<file path="src/rtl/bayer_demosaic_2x2.sv">
// bayer_demosaic_2x2: raw Bayer stream to 24-bit RGB, one pixel out per
// accepted sample, 1-cycle latency. A 2x2 window (current, left, up,
// up-left) is formed from one line buffer plus two registers.
// Optional feature macro: DEMOSAIC_GREEN_AVG_EN. When defined, interior
// green is the rounded average of the two window greens; otherwise it is
// the green sitting in the current row (nearest neighbour).
module bayer_demosaic_2x2 #(
  parameter int width         = 320,
  parameter int height        = 240,
  parameter int bayer_pattern = 0
) (
  input  logic        clk,
  input  logic        reset,
  input  logic        iValid,
  input  logic [7:0]  iData,
  output logic        oValid,
  output logic [23:0] oData,
  output logic        oDone
);

  localparam int XW = (width  > 1) ? $clog2(width)  : 1;
  localparam int YW = (height > 1) ? $clog2(height) : 1;
  localparam logic [XW-1:0] X_LAST = XW'(width - 1);
  localparam logic [YW-1:0] Y_LAST = YW'(height - 1);

  // Window slots are indexed by absolute parity {row[0], col[0]}. The red
  // site sits at index bayer_pattern, blue at its complement, and the two
  // greens at the indices differing from red in exactly one bit.
  localparam logic [1:0] R_IDX  = 2'(bayer_pattern);
  localparam logic [1:0] B_IDX  = ~R_IDX;
  localparam logic [1:0] GA_IDX = R_IDX ^ 2'b01;
  localparam logic [1:0] GB_IDX = R_IDX ^ 2'b10;

`ifdef DEMOSAIC_GREEN_AVG_EN
  function automatic logic [7:0] green_avg(input logic [7:0] a, input logic [7:0] b);
    logic [8:0] sum;
    sum = {1'b0, a} + {1'b0, b} + 9'd1;
    return sum[8:1];
  endfunction
`endif

  logic [XW-1:0] x;
  logic [YW-1:0] y;
  logic [7:0]    left;
  logic [7:0]    upleft;
  logic [7:0]    line_mem [width];
  logic [7:0]    up;

  logic [1:0]    cur_par;
  logic [1:0]    ga_sel;
  logic [1:0]    gb_sel;
  logic [7:0]    win [4];
  logic [7:0]    r_val;
  logic [7:0]    g_val;
  logic [7:0]    b_val;
  logic [7:0]    ga_val;
  logic [7:0]    gb_val;
  logic [23:0]   rgb_p0;
  logic          done_p0;

  logic          vld_p1;
  logic [23:0]   rgb_p1;
  logic          done_p1;

  // Read-before-write: the pixel above is read at the same address
  // that this sample overwrites.
  assign up = line_mem[x];

  // Window interpolation and border handling for the accepted sample.
  always_comb begin
    cur_par = {y[0], x[0]};
    win[0]  = iData;
    win[1]  = left;
    win[2]  = up;
    win[3]  = upleft;
    ga_sel  = GA_IDX ^ cur_par;
    gb_sel  = GB_IDX ^ cur_par;
    r_val   = win[R_IDX ^ cur_par];
    b_val   = win[B_IDX ^ cur_par];
    ga_val  = win[ga_sel];
    gb_val  = win[gb_sel];
`ifdef DEMOSAIC_GREEN_AVG_EN
    g_val   = green_avg(ga_val, gb_val);
`else
    // Relative slot bit 1 clear means current or left, i.e. current row.
    g_val   = ga_sel[1] ? gb_val : ga_val;
`endif
    if (x == '0 || y == '0) rgb_p0 = {iData, iData, iData};
    else                    rgb_p0 = {r_val, g_val, b_val};
    done_p0 = (x == X_LAST) && (y == Y_LAST);
  end

  // Raster counters and the left/up-left window registers.
  always_ff @(posedge clk or posedge reset) begin
    if (reset) begin
      x      <= '0;
      y      <= '0;
      left   <= '0;
      upleft <= '0;
    end else if (iValid) begin
      left   <= iData;
      upleft <= up;
      if (x == X_LAST) begin
        x <= '0;
        y <= (y == Y_LAST) ? '0 : y + 1'b1;
      end else begin
        x <= x + 1'b1;
      end
    end
  end

  // Line buffer write; contents are never consumed on row 0, so no reset.
  always_ff @(posedge clk) begin
    if (iValid) line_mem[x] <= iData;
  end

  // ---- stage p0 -> p1: registered outputs ----
  always_ff @(posedge clk or posedge reset) begin
    if (reset) begin
      vld_p1  <= 1'b0;
      rgb_p1  <= '0;
      done_p1 <= 1'b0;
    end else begin
      vld_p1  <= iValid;
      done_p1 <= iValid & done_p0;
      if (iValid) rgb_p1 <= rgb_p0;
    end
  end

  assign oValid = vld_p1;
  assign oData  = rgb_p1;
  assign oDone  = done_p1;

endmodule
</file>
<file path="config.mk">
export PLATFORM = sky130hd
export DESIGN_NAME = bayer_demosaic_2x2
export DESIGN_NICKNAME = d
export VERILOG_FILES = /design/src/rtl/bayer_demosaic_2x2.sv
export SDC_FILE = /design/constraint.sdc
export NUM_CORES = 2
export LEC_CHECK = 0
export CAP_MARGIN = 20
export CORE_MARGIN = 1.5
export CORE_UTILIZATION = 25
export CTS_CLUSTER_DIAMETER = 100
export CTS_CLUSTER_SIZE = 20
export DETAILED_ROUTE_END_ITERATION = 16
export GPL_TIMING_DRIVEN = 0
export PLACE_DENSITY = 0.41
export SLEW_MARGIN = 30
export SYNTH_ARGS = -nofsm -noshare
export SYNTH_HDL_FRONTEND = slang
export SYNTH_SLANG_ARGS = --single-unit
</file>
<file path="constraint.sdc">
create_clock -name clk -period 4.47 [get_ports clk]
set_input_delay 1.341 -clock clk [delete_from_list [all_inputs] [get_ports clk]]
set_output_delay 1.341 -clock clk [all_outputs]
set_load 0.01 [all_outputs]
</file>
Yosys cells after proc, flatten, opt, wreduce, memory -nomap -nowiden:

Memory sizes are Yosys's and may differ from the RTL's.
Index checks and enable logic that the tools add are counted.

* word-level logic and storage cells: 47
* bits in writable memories: 2560
* output and inout port bits: 26
* memories: 1
* bits in registers: 59

* $add $sub $neg: 2
* bitwise gates (word level): 8
* $lt $le $gt $ge: 4
* equality and inequality tests: 2
* reduce and logical (&&, ||, !) cells: 5
* muxes and demuxes: 18

Memory list
* line_mem: depth 320, width 8, read ports 1, clocked after memory_dff 0, write ports 1, line 46 `logic [7:0] line_mem [width];`

Operators with widths (count)
* $mux 8: 10
* $bmux 8 s2: 4
* $mux 24: 1
* $ge 3x3->1 const B: 4
* $not 2->3: 4
* $add 9x1->9 const B: 1
* $eq 9x9->1 const B: 1
* $logic_not 9->1: 1
* $mux 9: 1
* $add 8x1->8 const B: 1
* $eq 8x8->1 const B: 1
* $logic_not 8->1: 1
* $mux 1: 2
* $not 1->1: 2
* $not 2->2: 1
* $reduce_and 2->1: 1
* $and 1x1->1: 1
* $logic_and 1x1->1: 1
* $logic_or 1x1->1: 1

Longest topological paths before layout:

* depth after elaboration: 7
* mapped depth: 15
* gate-level depth less buffers: 9

Least setup slack after synthesis:

OpenSTA, ideal clock, no wires.

* path kind: register -> register
* start: register x[1]
* end: register rgb_p1[1] (netlist: oData[1])
* data required time: 4332 ps
* setup slack: 1567 ps
* path buffers: 6
* period minus slack after synthesis: 2903 ps
* arrival time: 2765 ps
* cell stages (with the launch flop): 16
* cells stage by stage: dfrtp_1 > buf_4 > buf_2 > buf_4 > buf_2 > buf_2 > inv_1 > ha_1 > nand2_1 > o21ai_1 > inv_1 > nand2_1 > buf_4 > a211oi_1 > a222oi_1 > o21ai_0

* longest elaborated chain between the ends: 5
* elaborated cells between the ends (all ways): 7

RTL lines
* start: declaration: line 42 `logic [XW-1:0] x;`
* start signal: assignment: line 107 `x <= x + 1'b1;`
* $mem_v2 320x8
* $bmux 8 s2: line 79 `b_val = win[B_IDX ^ cur_par];`
* $mux 8 (implied by the code) (2 in series): line 79
* $mux 24 *: line 88 `if (x == '0 || y == '0) rgb_p0 = {iData, iData, iData};`
* end signal: assignment: line 126 `if (iValid) rgb_p1 <= rgb_p0;`
* end: declaration: line 62 `logic [23:0] rgb_p1;`

Mark *: on every way between the ends. The rest lies on a longest branch, timed or not. The select of a mux whose other input is x is not followed.
A chain may end at the register's enable or synchronous reset.

Final worst setup path:

* start: register x[2]
* end: register rgb_p1[4] (netlist: oData[4])

The elaborated chain is that of the path after synthesis.

==> flow_summary.yaml <==
outcome:
  outcome: "finished with violations"
  violations: "negative setup slack"
critical_path:
  critPathKind: "reg -> reg"
  crit_path_max_fanout: 10
  worstSetupStartpointType: "flip-flop"
  end_kind: "flip-flop"
  r2r_cells: 10
  worstPathRequired_ps: 5210
  crit_end: "oData[4]"
  reg2reg_from: "x[2]"
  critPathArrivalTime_ps: 5370
  critPathLaunch: "x[2]"
  reg2reg_slack_ps: -160
  reg2reg_to: "oData[4]"
logic_synthesis:
  netlist_top_cells_area: "edfxtp_1 75%, mux4_2 13%, mux2i_1 2.4%"
  syn-cell-area_sq_um: 102100
  synth_top_area_share_pct: 75.32
  synth_cell_types: 58
  synth_cells: 4967
  synth_flop_cell: "edfxtp_1"
  synth.ff_latch_count: 2619
  synth-seq-area-share_pct: 76.77
  synth_area_per_cell_sq_um: 20.55
  synth_edf_count: 2560
  synthArstFlopShare_pct: 2.253
  synth_area_leader_cell: "edfxtp_1"
  syn_nets: 4984
  ys_warn_count: 0
grt:
  grt_max_degree: 111
  grt_use_total_pct: 18.28
  grt_overflow: 0
  grt_pass1_wl_mm: 508.3
  antenna_found_initial: 21
  grt_pass1_vias: 53450
detailed_routing:
  wl_met3_mm: 26.92
  viasPerCell: 4.964
  vias: 53210
  ant_nets: 0
  first_pass_iters: 6
  remaining_drc_errors: 0
  wl_met2_mm: 182.5
  first_iter_violations: 6564
  wl_met1_mm: 161.7
  wl_mm: 386.4
  wire_per_inst_um: 36.05
  top_layer_used: "met5"
timing:
  maxSlewHeadroom_pct: 19.65
  period_needed_ps: 4626
  finalSetupTns_ps: -3980
  maxSlewViolCount: 0
  layout_setup_ws_ps: -156.1
  finClkSkew_ps: 52.51
  finalSetupViolCount: 107
  rsz0062_at_grt: "true"
  max_freq_mhz: 216.2
  hold_ws_ps: 531.7
  worst_pin_slew_ps: 1205
  period_share_pct: 103.5
  hold_viol_final: 0
hold_path:
  min_from: "upleft[5]"
  hp-class: "reg -> reg"
place:
  dp_cells: 10500
  place.gp.congestion: 0.9631
  placed_area_sq_um: 111300
  port_buffers: 36
  dpl.hpwl_mm: 271.4
  pre_cts_ws_ps: -1939
cells_and_area:
  fin_util_pct: 28.84
  final_area_sq_um: 117200
  final_cells: 10720
  layout_common_cells: "2560 x edfxtp_1, 570 x mux4_2, 240 x mux2i_1"
  area_growth_pct: 14.85
  final_nets: 5243
  mostFrequentLayoutCell: "edfxtp_1"
  layout-drive-gt1-share_pct: 26.08
die:
  start_util_pct: 25.11
  die_h_um: 641.9
  coreArea_sq_um: 406400
  num_io_pins: 37
  die-area_sq_um: 412100
  chipWidth_um: 641.9
  rows: 234
pwr:
  leakage_nw: 34.88
  ir_drop_mv: 0.3212
  finalPower_mw: 61.91
  power.density_nw_per_um2: 528.1
clock_network:
  path_clk_slew_ps: 80
  numCtsBuffers: 158
  clk_latency_ps: 900
  root_buffer: "clkbuf_16"
  cts.sinks: 2619
  cts_tree: "built"
  htreeDepth: 4
  ctsLongestPathBuffers: 4
  postCtsHoldBufs: 0
flow_run:
  max_cap_viol_count: 0
==> routing by layer <==
metal	global-route usage, %	vias up
li1	-	21000
met5	0	-
met4	6.449	6
met1	24.33	29670
met2	29.81	2080
met3	3.490	461
==> worst min-delay path by stage <==
stage / depth (start not counted) / slack [ps] / to
final: 2 / 530 / upleft[5]
after global routing: 2 / 560 / upleft[5]
after CTS: 2 / 520 / upleft[5]
after detailed placement: 2 / 500 / upleft[5]
after global placement: 2 / 500 / upleft[6]
after floorplan: 2 / 480 / upleft[1]
==> cells in the mapped netlist, types with 7 or more instances <==
library cell and n:
clkbuf_1 131, mux2i_1 243, o21ai_0 60, nor3b_1 7, inv_1 17, nor2_1 408
buf_4 49, mux4_2 570, a221oi_1 23, a22oi_1 187, a22o_1 18, a41o_1 7
nor4_1 21, buf_1 25, a211oi_1 14, or3_1 9, a31oi_1 9, edfxtp_1 2560
o221ai_1 8, o31ai_1 11, a222oi_1 16, nand4_1 12, o22ai_1 18, a21oi_1 92
nand2_1 83, buf_6 14, nor3_1 14, nand2b_1 8, nand3_1 61, mux2_2 22
nor2b_1 31, o211ai_1 20, dfrtp_1 59, buf_2 92
==> logic make-up after synthesis <==
group | count (synthesis) | synth area share (%)
flops | 2619 | 76.77
mux | 837 | 15.26
simple gates | 671 | 2.836
compound gates | 496 | 3.363
buf+inv | 332 | 1.653
xor+xnor | 6 | 0.05149
fa+ha+maj | 6 | 0.07355
==> power breakdown <==
group          switching (mW)  total [mW]  internal (mW)
combinational            13.4        19.1           5.64
clock                    8.49        15.3           6.82
sequential              0.323        27.5           27.2
==> worst max-delay path, stage by stage (launching register included) <==
cell and delay (ps):
dfrtp_1 320, buf_2 320, buf_2 620, buf_2 460
buf_4 550, mux4_2 460, nor2b_1 240, nor4_2 700
o31ai_1 350, nand3_4 270, o21ai_0 130
==> sequential cells by signal, summed over array words and instances, names as in the netlist <==
signal and count:
line_mem 2560, upleft 8, left 8, x 9
oData 24, oValid 1, y 8, oDone 1
==> repair_timing <==
action / 4_1_cts / 5_1_grt
hold endpoints to repair: 0 / 0
gates resized for setup: 365 / 35
setup buffers: 1 / 0
setup endpoints to repair: 2341 / 48
cloned: 0 / 0
pin swaps: 16 / 5
==> cell type report <==
class / instances / area (sq um)
diodes: 8 / 20.02
plain buffers: 312 / 2290
clock buffers: 193 / 4169
clock inverters: 24 / 347.8
fillers: 40030 / 289200
inverters: 18 / 72.57
multi-input cells: 2016 / 23160
flip-flops and latches: 2619 / 78350
well taps: 5428 / 6792
repair buffers: 101 / 2012
No activity file was read; power rests on OpenSTA's default activity.
